--- config.mk ---
export PLATFORM = sky130hd
export DESIGN_NAME = bram_initiator_flat
export DESIGN_NICKNAME = d
export VERILOG_FILES = /design/src/rtl/bram_initiator_if.sv /design/src/rtl/bram_initiator.sv /design/src/flat_wrapper.sv
export SDC_FILE = /design/constraint.sdc
export NUM_CORES = 1
export LEC_CHECK = 0
export BUFFER_PORTS_ARGS = -buffer_cell sky130_fd_sc_hd__buf_2
export CAP_MARGIN = 20
export CELL_PAD_IN_SITES_DETAIL_PLACEMENT = 1
export CELL_PAD_IN_SITES_GLOBAL_PLACEMENT = 1
export CORE_MARGIN = 4
export CORE_UTILIZATION = 35
export CTS_CLUSTER_SIZE = 20
export DETAILED_ROUTE_END_ITERATION = 6
export GPL_TIMING_DRIVEN = 0
export PLACE_DENSITY = 0.86
export SLEW_MARGIN = 20
export SYNTH_ARGS = -nofsm -noshare
export SYNTH_HDL_FRONTEND = slang
export SYNTH_SLANG_ARGS = --single-unit
--- constraint.sdc ---
create_clock -name clk -period 2.2 [get_ports clk]
set_clock_uncertainty 0.15 [all_clocks]
set_input_delay 0.44 -clock clk [delete_from_list [all_inputs] [get_ports clk]]
set_output_delay 0.44 -clock clk [all_outputs]
set_load 0.005 [all_outputs]
--- src/rtl/bram_initiator_if.sv ---
// bram_initiator_if: request/response handshake bundle between an upstream requester (master)
// and bram_initiator (slave).
interface bram_initiator_if #(
   parameter int RAM_WIDTH = 32,
   parameter int RAM_DEPTH = 1024
);
   localparam int AW = $clog2(RAM_DEPTH);

   logic                 req_valid;
   logic                 req_ready;
   logic                 req_we;
   logic [AW-1:0]        req_addr;
   logic [RAM_WIDTH-1:0] req_wstrb;
   logic [RAM_WIDTH-1:0] req_wdata;
   logic                 rsp_valid;
   logic                 rsp_ready;
   logic [RAM_WIDTH-1:0] rsp_rdata;

   modport master (
      output req_valid, req_we, req_addr, req_wstrb, req_wdata, rsp_ready,
      input  req_ready, rsp_valid, rsp_rdata
   );

   modport slave (
      input  req_valid, req_we, req_addr, req_wstrb, req_wdata, rsp_ready,
      output req_ready, rsp_valid, rsp_rdata
   );
endinterface

--- src/rtl/bram_initiator.sv ---
// bram_initiator: single-port BRAM front end, zero-latency issue path, 2-entry read-response FIFO.
// Define BRAM_INITIATOR_FILL_EN to compile in the post-reset fill engine (writes FILL_PATTERN everywhere).
module bram_initiator #(
   parameter int                   RAM_WIDTH    = 32,
   parameter int                   RAM_DEPTH    = 1024,
   parameter logic [RAM_WIDTH-1:0] FILL_PATTERN = {RAM_WIDTH{1'b0}},
   localparam int                  AW           = $clog2(RAM_DEPTH)
) (
   input  logic                 clk,
   input  logic                 rstn,
   bram_initiator_if.slave      bus,
   output logic                 ram_cs,
   output logic                 ram_we,
   output logic [AW-1:0]        ram_addr,
   output logic [RAM_WIDTH-1:0] ram_wstrb,
   output logic [RAM_WIDTH-1:0] ram_din,
   input  logic [RAM_WIDTH-1:0] ram_dout,
   input  logic                 ram_ready,
   output logic                 init_busy
);

   typedef enum logic [0:0] {
      ST_RUN  = 1'b0,
      ST_FILL = 1'b1
   } state_t;

`ifdef BRAM_INITIATOR_FILL_EN
   localparam state_t RESET_STATE = ST_FILL;
`else
   localparam state_t RESET_STATE = ST_RUN;
`endif

   localparam logic [AW-1:0] FILL_LAST = AW'(RAM_DEPTH - 1);

   state_t               state_r;
   logic [AW-1:0]        fill_cnt_r;
   logic                 rd_inflight_r;
   logic [RAM_WIDTH-1:0] fifo_mem_r [0:1];
   logic                 fifo_wr_ptr_r;
   logic                 fifo_rd_ptr_r;
   logic [1:0]           fifo_cnt_r;

   logic                 run_s;
   logic                 fill_s;
   logic [1:0]           outstanding_s;
   logic                 credit_ok_s;
   logic                 req_ready_s;
   logic                 req_acc_s;
   logic                 rd_issue_s;
   logic                 fill_issue_s;
   logic                 rsp_valid_s;
   logic [RAM_WIDTH-1:0] rsp_rdata_s;
   logic                 pop_s;
   logic                 pop_fifo_s;
   logic                 capture_s;

   // Gating with rstn keeps the RAM port and handshake quiet while reset is held.
   assign run_s         = rstn & (state_r == ST_RUN);
   assign fill_s        = rstn & (state_r == ST_FILL);
   assign outstanding_s = fifo_cnt_r + {1'b0, rd_inflight_r};
   assign credit_ok_s   = (outstanding_s < 2'd2);
   assign req_ready_s   = run_s & ram_ready & (bus.req_we | credit_ok_s);
   assign req_acc_s     = bus.req_valid & req_ready_s;
   assign rd_issue_s    = req_acc_s & ~bus.req_we;
   assign fill_issue_s  = fill_s & ram_ready;

   assign bus.req_ready = req_ready_s;
   assign bus.rsp_valid = rsp_valid_s;
   assign bus.rsp_rdata = rsp_rdata_s;

`ifdef BRAM_INITIATOR_FILL_EN
   assign init_busy = (state_r == ST_FILL);
`else
   assign init_busy = 1'b0;
`endif

   // RAM port drive: fill write, accepted request, or all-zero idle.
   always_comb begin
      ram_cs    = 1'b0;
      ram_we    = 1'b0;
      ram_addr  = {AW{1'b0}};
      ram_wstrb = {RAM_WIDTH{1'b0}};
      ram_din   = {RAM_WIDTH{1'b0}};
      if (fill_issue_s) begin
         ram_cs    = 1'b1;
         ram_we    = 1'b1;
         ram_addr  = fill_cnt_r;
         ram_wstrb = {RAM_WIDTH{1'b1}};
         ram_din   = FILL_PATTERN;
      end else if (req_acc_s) begin
         ram_cs    = 1'b1;
         ram_we    = bus.req_we;
         ram_addr  = bus.req_addr;
         ram_wstrb = bus.req_we ? bus.req_wstrb : {RAM_WIDTH{1'b0}};
         ram_din   = bus.req_we ? bus.req_wdata : {RAM_WIDTH{1'b0}};
      end else begin
         ram_cs    = 1'b0;
      end
   end

   // Response head: FIFO entry first, else bypass of the read returning this cycle.
   always_comb begin
      rsp_valid_s = 1'b0;
      rsp_rdata_s = {RAM_WIDTH{1'b0}};
      if (fifo_cnt_r != 2'd0) begin
         rsp_valid_s = 1'b1;
         rsp_rdata_s = fifo_mem_r[fifo_rd_ptr_r];
      end else if (rd_inflight_r) begin
         rsp_valid_s = 1'b1;
         rsp_rdata_s = ram_dout;
      end else begin
         rsp_valid_s = 1'b0;
         rsp_rdata_s = {RAM_WIDTH{1'b0}};
      end
   end

   // A bypassed response consumed in its return cycle never enters the FIFO.
   assign pop_s      = rsp_valid_s & bus.rsp_ready;
   assign pop_fifo_s = pop_s & (fifo_cnt_r != 2'd0);
   assign capture_s  = rd_inflight_r & ~(pop_s & (fifo_cnt_r == 2'd0));

   // Read-in-flight flag and 2-entry response FIFO.
   always_ff @(posedge clk or negedge rstn) begin
      if (!rstn) begin
         rd_inflight_r <= 1'b0;
         fifo_mem_r[0] <= {RAM_WIDTH{1'b0}};
         fifo_mem_r[1] <= {RAM_WIDTH{1'b0}};
         fifo_wr_ptr_r <= 1'b0;
         fifo_rd_ptr_r <= 1'b0;
         fifo_cnt_r    <= 2'd0;
      end else begin
         rd_inflight_r <= rd_issue_s;
         if (capture_s) begin
            fifo_mem_r[fifo_wr_ptr_r] <= ram_dout;
            fifo_wr_ptr_r             <= ~fifo_wr_ptr_r;
         end
         if (pop_fifo_s) begin
            fifo_rd_ptr_r <= ~fifo_rd_ptr_r;
         end
         case ({capture_s, pop_fifo_s})
            2'b10:   fifo_cnt_r <= fifo_cnt_r + 2'd1;
            2'b01:   fifo_cnt_r <= fifo_cnt_r - 2'd1;
            default: fifo_cnt_r <= fifo_cnt_r;
         endcase
      end
   end

   // FILL/RUN state machine; the fill counter saturates at the last word.
   always_ff @(posedge clk or negedge rstn) begin
      if (!rstn) begin
         state_r    <= RESET_STATE;
         fill_cnt_r <= {AW{1'b0}};
      end else begin
         case (state_r)
            ST_FILL: begin
               if (ram_ready) begin
                  if (fill_cnt_r == FILL_LAST) begin
                     state_r <= ST_RUN;
                  end else begin
                     fill_cnt_r <= fill_cnt_r + {{(AW-1){1'b0}}, 1'b1};
                  end
               end
            end
            ST_RUN:  state_r <= ST_RUN;
            default: state_r <= RESET_STATE;
         endcase
      end
   end

endmodule

--- src/flat_wrapper.sv ---
// flat-port wrapper written by rule: the top's interface ports become plain ports
module bram_initiator_flat 
#(
   parameter int                   RAM_WIDTH    = 32,
   parameter int                   RAM_DEPTH    = 1024,
   parameter logic [RAM_WIDTH-1:0] FILL_PATTERN = {RAM_WIDTH{1'b0}},
   localparam int                  AW           = $clog2(RAM_DEPTH)
)
  (clk, rstn, ram_cs, ram_we, ram_addr, ram_wstrb, ram_din, ram_dout, ram_ready, init_busy, bus_req_valid, bus_req_we, bus_req_addr, bus_req_wstrb, bus_req_wdata, bus_rsp_ready, bus_req_ready, bus_rsp_valid, bus_rsp_rdata);
  bram_initiator_if #(.RAM_WIDTH(RAM_WIDTH), .RAM_DEPTH(RAM_DEPTH)) bus_i ();
  input  logic clk;
  input  logic rstn;
  output logic ram_cs;
  output logic ram_we;
  output logic [AW-1:0] ram_addr;
  output logic [RAM_WIDTH-1:0] ram_wstrb;
  output logic [RAM_WIDTH-1:0] ram_din;
  input  logic [RAM_WIDTH-1:0] ram_dout;
  input  logic ram_ready;
  output logic init_busy;
  input wire logic [$bits(bus_i.req_valid)-1:0] bus_req_valid;
  input wire logic [$bits(bus_i.req_we)-1:0] bus_req_we;
  input wire logic [$bits(bus_i.req_addr)-1:0] bus_req_addr;
  input wire logic [$bits(bus_i.req_wstrb)-1:0] bus_req_wstrb;
  input wire logic [$bits(bus_i.req_wdata)-1:0] bus_req_wdata;
  input wire logic [$bits(bus_i.rsp_ready)-1:0] bus_rsp_ready;
  output wire logic [$bits(bus_i.req_ready)-1:0] bus_req_ready;
  output wire logic [$bits(bus_i.rsp_valid)-1:0] bus_rsp_valid;
  output wire logic [$bits(bus_i.rsp_rdata)-1:0] bus_rsp_rdata;
  assign bus_i.req_valid = bus_req_valid;
  assign bus_i.req_we = bus_req_we;
  assign bus_i.req_addr = bus_req_addr;
  assign bus_i.req_wstrb = bus_req_wstrb;
  assign bus_i.req_wdata = bus_req_wdata;
  assign bus_i.rsp_ready = bus_rsp_ready;
  assign bus_req_ready = bus_i.req_ready;
  assign bus_rsp_valid = bus_i.rsp_valid;
  assign bus_rsp_rdata = bus_i.rsp_rdata;
  bram_initiator #(.RAM_WIDTH(RAM_WIDTH), .RAM_DEPTH(RAM_DEPTH), .FILL_PATTERN(FILL_PATTERN)) u_core (.clk(clk), .rstn(rstn), .bus(bus_i), .ram_cs(ram_cs), .ram_we(ram_we), .ram_addr(ram_addr), .ram_wstrb(ram_wstrb), .ram_din(ram_din), .ram_dout(ram_dout), .ram_ready(ram_ready), .init_busy(init_busy));
endmodule
======== Yosys cells after proc, flatten, opt, wreduce, memory -nomap -nowiden ========
Cells that the tools add are included.
word-level totals
  register bits after elaboration ......... 80
  input bits .............................. 112
  output and inout bits ................... 111
  logic and storage cells ................. 70
operators by class
  $add $sub $neg .......................... 4
  magnitude comparators ................... 4
  eq/ne operators ......................... 3
  mux-type cells .......................... 26
  bitwise gates (word level) .............. 20
  reductions and logical operators ........ 5
operators by type and width
  operator                                                              count
  32-bit 2-to-1 mux                                                     12
  64-bit bitwise mux                                                    1
  32-bit demux with 1-bit select                                        1
  10-bit 2-to-1 mux                                                     2
  1-bit bitwise AND                                                     11
  10-bit by 1-bit adder with 10-bit output, second input constant       1
  10-bit == test, second input constant                                 1
  1-bit 2-to-1 mux                                                      8
  1-bit inverter                                                        6
  2-bit >= comparator, second input constant                            2
  1-bit inverter with 2-bit output                                      2
  2-bit one-hot mux with 2 select lines                                 1
  2-bit nonzero test                                                    2
  3-bit AND reduction                                                   1
  2-bit by 1-bit adder with 2-bit output                                1
  2-bit by 1-bit adder with 2-bit output, second input constant         1
  2-bit by 1-bit == test with 1-bit output, second input constant       1
  2-bit == test, second input constant                                  1
  2-bit logical NOT                                                     1
  2-bit by 1-bit < comparator with 1-bit output, second input constant  1
  2-bit < comparator, second input constant                             1
  1-bit one-hot mux with 2 select lines                                 1
  2-bit by 1-bit subtractor with 2-bit output, second input constant    1
  1-bit logical AND                                                     1
  1-bit OR                                                              1

======== Longest topological paths before layout ========
  depth after elaboration ................. 8
  mapped depth ............................ 7
  depth with buffers taken out ............ 6

======== Worst setup path after synthesis ========
No wires, ideal clock.
  kind .................................... in2out
  start ................................... input port ram_ready
  end ..................................... output port ram_din[10]
  arrival ................................. 1.426 ns
  required time ........................... 1.610 ns
  path slack .............................. 0.184 ns
  cell stages on the path ................. 5
  buffers on the path ..................... 2
  path through ............................ buf_2 > nand2_1 > nor3b_2 > clkbuf_1 > and3_1
on the way
  longest elaborated chain between the ends .. 5
  elaborated cells between the ends (all ways) .. 6
  classes of those cells .................. mux (2); bitwise (4)
RTL lines
  what                            RTL line              source
  start: declaration              flat_wrapper.sv:19    input logic ram_ready;
  1-bit bitwise AND (2 in a row)  bram_initiator.sv:62  assign req_ready_s = run_s & ram_ready & (bus.req_we | credit_ok_s);
  1-bit bitwise AND               bram_initiator.sv:63  assign req_acc_s = bus.req_valid & req_ready_s;
  32-bit 2-to-1 mux               bram_initiator.sv:90  end else if (req_acc_s) begin
  32-bit 2-to-1 mux (*)           bram_initiator.sv:84  if (fill_issue_s) begin
  end: declaration                flat_wrapper.sv:17    output logic [RAM_WIDTH-1:0] ram_din;
Every way passes the cells marked *; elsewhere a longest branch is shown, timed or not.

======== Worst setup path in the final report ========
  start ................................... register u_core.state_r
  end ..................................... output port ram_addr[4]
on the way
  longest elaborated chain between the ends .. 7
  elaborated cells between the ends (all ways) .. 9
  classes of those cells .................. mux (2); bitwise (7)
RTL lines
  what                            RTL line               source
  start: declaration              bram_initiator.sv:35   state_t state_r;
  start signal: assignment        bram_initiator.sv:151  state_r <= RESET_STATE;
  start signal: assignment        bram_initiator.sv:158  state_r <= ST_RUN;
  start signal: assignment        bram_initiator.sv:164  ST_RUN: state_r <= ST_RUN;
  1-bit inverter                  bram_initiator.sv:58   assign run_s = rstn & (state_r == ST_RUN);
  1-bit bitwise AND               bram_initiator.sv:58
  1-bit bitwise AND (2 in a row)  bram_initiator.sv:62
  1-bit bitwise AND               bram_initiator.sv:63
  10-bit 2-to-1 mux               bram_initiator.sv:90
  10-bit 2-to-1 mux (*)           bram_initiator.sv:84
  end: declaration                flat_wrapper.sv:15     output logic [AW-1:0] ram_addr;
Marks and branches as above.

==> impl_metrics.tcl <==
set metrics [dict create \
    status "finished with violations" \
    violations "setup timing" \
    drtIter0Drc 229 \
    die_x_um 124 \
    fmax_ghz 0.440 \
    avgSynthCellArea_um2 11.3 \
    maxSlewHeadroom 0.618 \
    total_power_mw 8.06 \
    synth_ff_type "dfrtp_1" \
    critPathMaxFanout 9 \
    synth_top_family_by_area "multiplexers" \
    synth_edf_count 0 \
    syn_nets 535 \
    antenna_found_initial 0 \
    synth.top_cell.area_share 0.423 \
    hold_viol_final 0 \
    wl_per_cell_um 20.6 \
    place_area_um2 6080 \
    netlist_instances 421 \
    dp_hpwl_um 12100 \
    finalNetCount 796 \
    synth_area_leader_cell "dfrtp_1" \
    setup_slack_ns -0.0732 \
    synth_area_leaders "dfrtp_1 42%, mux2_4 9.5%, mux2_2 8.3%" \
    cts.root.buffer_cell "clkbuf_16" \
    die_area_um2 15500 \
    grt_max_degree 22 \
    ant_nets 0 \
    synthMuxAreaShare 0.251 \
    crit_type "reg -> out" \
    hold_path_class "in -> async" \
    h-tree-depth 3 \
    finish.utilization 0.549 \
    grt_pass1_vias 4996 \
    drv_cap 0 \
    seq_area_um2 2010 \
    clkSinkCount 80 \
    ys_warn_count 0 \
    setup_tns_ns -1.44 \
    n_antenna_cell 0 \
    design_area_um2 7270 \
    grt_pass1_wl_um 27100 \
    cts.clk_slew.worst_paths_ns 0.06 \
    async_flop_share 1.00 \
    num_vias 4514 \
    finalCritPeriodShare 1.03 \
    rows 42 \
    portBuffers 220 \
    leakagePower_nw 3.72 \
    cts_tree "yes" \
    synth_most_common_cell "dfrtp_1" \
    fin_hold_ws_ns 0.00843 \
    synth_compound_area_frac 0.138 \
    gp_congestion 0.835 \
    cp-start-kind "flip-flop" \
    powerDensity_nw_per_um2 1110 \
    ir_worst_vdd_uv 483 \
    fp.dieH_um 124 \
    synth_seq_area_share 0.423 \
    drc 0 \
    worst_slew_pin_slew_ns 0.573 \
    netlist_top_cells_count "80 x dfrtp_1, 35 x and3_1, 35 x mux2_2, 35 x nand3_1" \
    slew_violations 0 \
    fillers 1516 \
    rsz0062_at_grt "true" \
    core_um2 13200 \
    cp.arrival_ns 1.68 \
    wirelength_um 17800 \
    grt_usage 0.217 \
    ys_seq_elements 80 \
    clock_path_buffers 2 \
    synth_xor_area_frac 0.0166 \
    multi_input_area_um2 2650 \
    routed_via_density 5.23 \
    top_level_ports 223 \
    end_kind "output pin" \
    synth-adder-area-share 0.00528 \
    drt_first_pass_iters 4 \
    required_ns 1.61 \
    period_needed_ns 2.27 \
    setup_violations 49 \
    clock_latency_ns 0.34 \
    drive_above_1_share 0.594 \
    areaGrowthSynthToFinish_pct 53.4 \
    grt_remaining_overflow 0 \
    synth-simple-area-share 0.117 \
    cts_made_buffers 9 \
    start_util 0.358 \
    yosysUniqueCellTypes 47 \
    syn-cell-area_um2 4740 \
]
-- state kept, by name (all words and copies together), names as in the netlist --
name,cells
u_core.fifo_mem_r,64
u_core.fill_cnt_r,10
u_core.fifo_cnt_r,2
u_core.fifo_rd_ptr_r,1
u_core.fifo_wr_ptr_r,1
u_core.rd_inflight_r,1
u_core.state_r,1
-- placed cells by master (no fill, tap or decap), types with 5 or more instances in the layout --
cell,instances
nand3_2,6
buf_4,25
buf_8,8
mux2_2,35
bufinv_16,5
nand3_1,30
clkbuf_16,14
o21ai_1,25
buf_6,23
buf_2,213
a32o_1,10
o21ai_2,6
o21a_1,32
dfrtp_1,75
mux2i_1,32
mux2_4,30
dfrtp_2,5
and3_4,12
and3_1,22
clkbuf_4,5
xnor2_1,5
-- logic make-up (layout without fill, tap and decap cells) --
group           Yosys count  count (layout)
fa+ha+maj                 2               2
other cells               1               1
mux                      99              99
simple gates             95              95
xor+xnor                  9               9
flops                    80              80
buf+inv                  44             310
compound gates           91              91
-- cell type report --
type | instances | area share
clock buffers | 9 | 0.0310
flip-flops and latches | 80 | 0.276
clock inverters | 7 | 0.0231
inverters | 2 | 0.00103
plain buffers | 37 | 0.0463
multi-input cells | 297 | 0.364
repair buffers | 255 | 0.228
well taps | 176 | 0.0303
-- critical path, cell delays in order, from the launching register on --
cell and delay (ns):
dfrtp_2 0.47, nor3b_4 0.20, buf_6 0.21, clkbuf_16 0.18
a32o_1 0.16, buf_2 0.12
-- per-stage QoR --
step                instances  worst slack (ns)
floorplan                 421             0.184
global placement          817             -1.76
detailed placement        818             -1.01
CTS                       852           -0.0672
global route              863            -0.121
finish                    863           -0.0732
-- worst paths after layout --
kind / from / depth (start not counted) / to / slack, ns
setup / recovery: u_core.state_r$_DFF_PN0_ / 5 / ram_addr[4] / -0.07
hold reg to reg: u_core.fifo_mem_r[0]$_DFFE_PN0P_ / 1 / u_core.fifo_mem_r[0]$_DFFE_PN0P_ / 0.36
max in group asynchronous: rstn / 3 / u_core.fifo_mem_r[24]$_DFFE_PN0P_ / 1.03
setup reg to reg: u_core.fifo_cnt_r[0]$_DFFE_PN0P_ / 7 / u_core.fifo_mem_r[39]$_DFFE_PN0P_ / 0.04
hold / removal: rstn / 2 / u_core.fifo_wr_ptr_r$_DFFE_PN0N_ / 0.008
min in group clk: ram_dout[0] / 2 / u_core.fifo_mem_r[0]$_DFFE_PN0P_ / 0.21
-- where the power goes --
group,internal [mW],total (mW),switching [mW]
combinational,1.98,3.52,1.54
sequential,2.12,2.56,0.440
clock,1.34,1.98,0.637
-- layer usage --
| layer | wire (um) | GRT usage | share of wire | up-vias |
|---|---|---|---|---|
| met1 | 6730 | 0.239 | 0.38 | 2285 |
| li1 | - | - | - | 2075 |
| met2 | 9820 | 0.410 | 0.55 | 139 |
| met3 | 1010 | 0.0463 | 0.057 | 15 |
| met5 | 0 | 0 | 0 | - |
| met4 | 254 | 0.0722 | 0.014 | 0 |
-- repair_timing --
action | 4_1_cts | 5_1_grt
pin swaps | 6 | 21
endpoints found under the setup margin | 111 | 106
buffers inserted | 15 | 6
gates cloned | 4 | 5
resized for setup | 79 | 66
hold buffers | 4 | 0
hold endpoints to repair | 48 | 0
(Power assumes the default switching activity.)
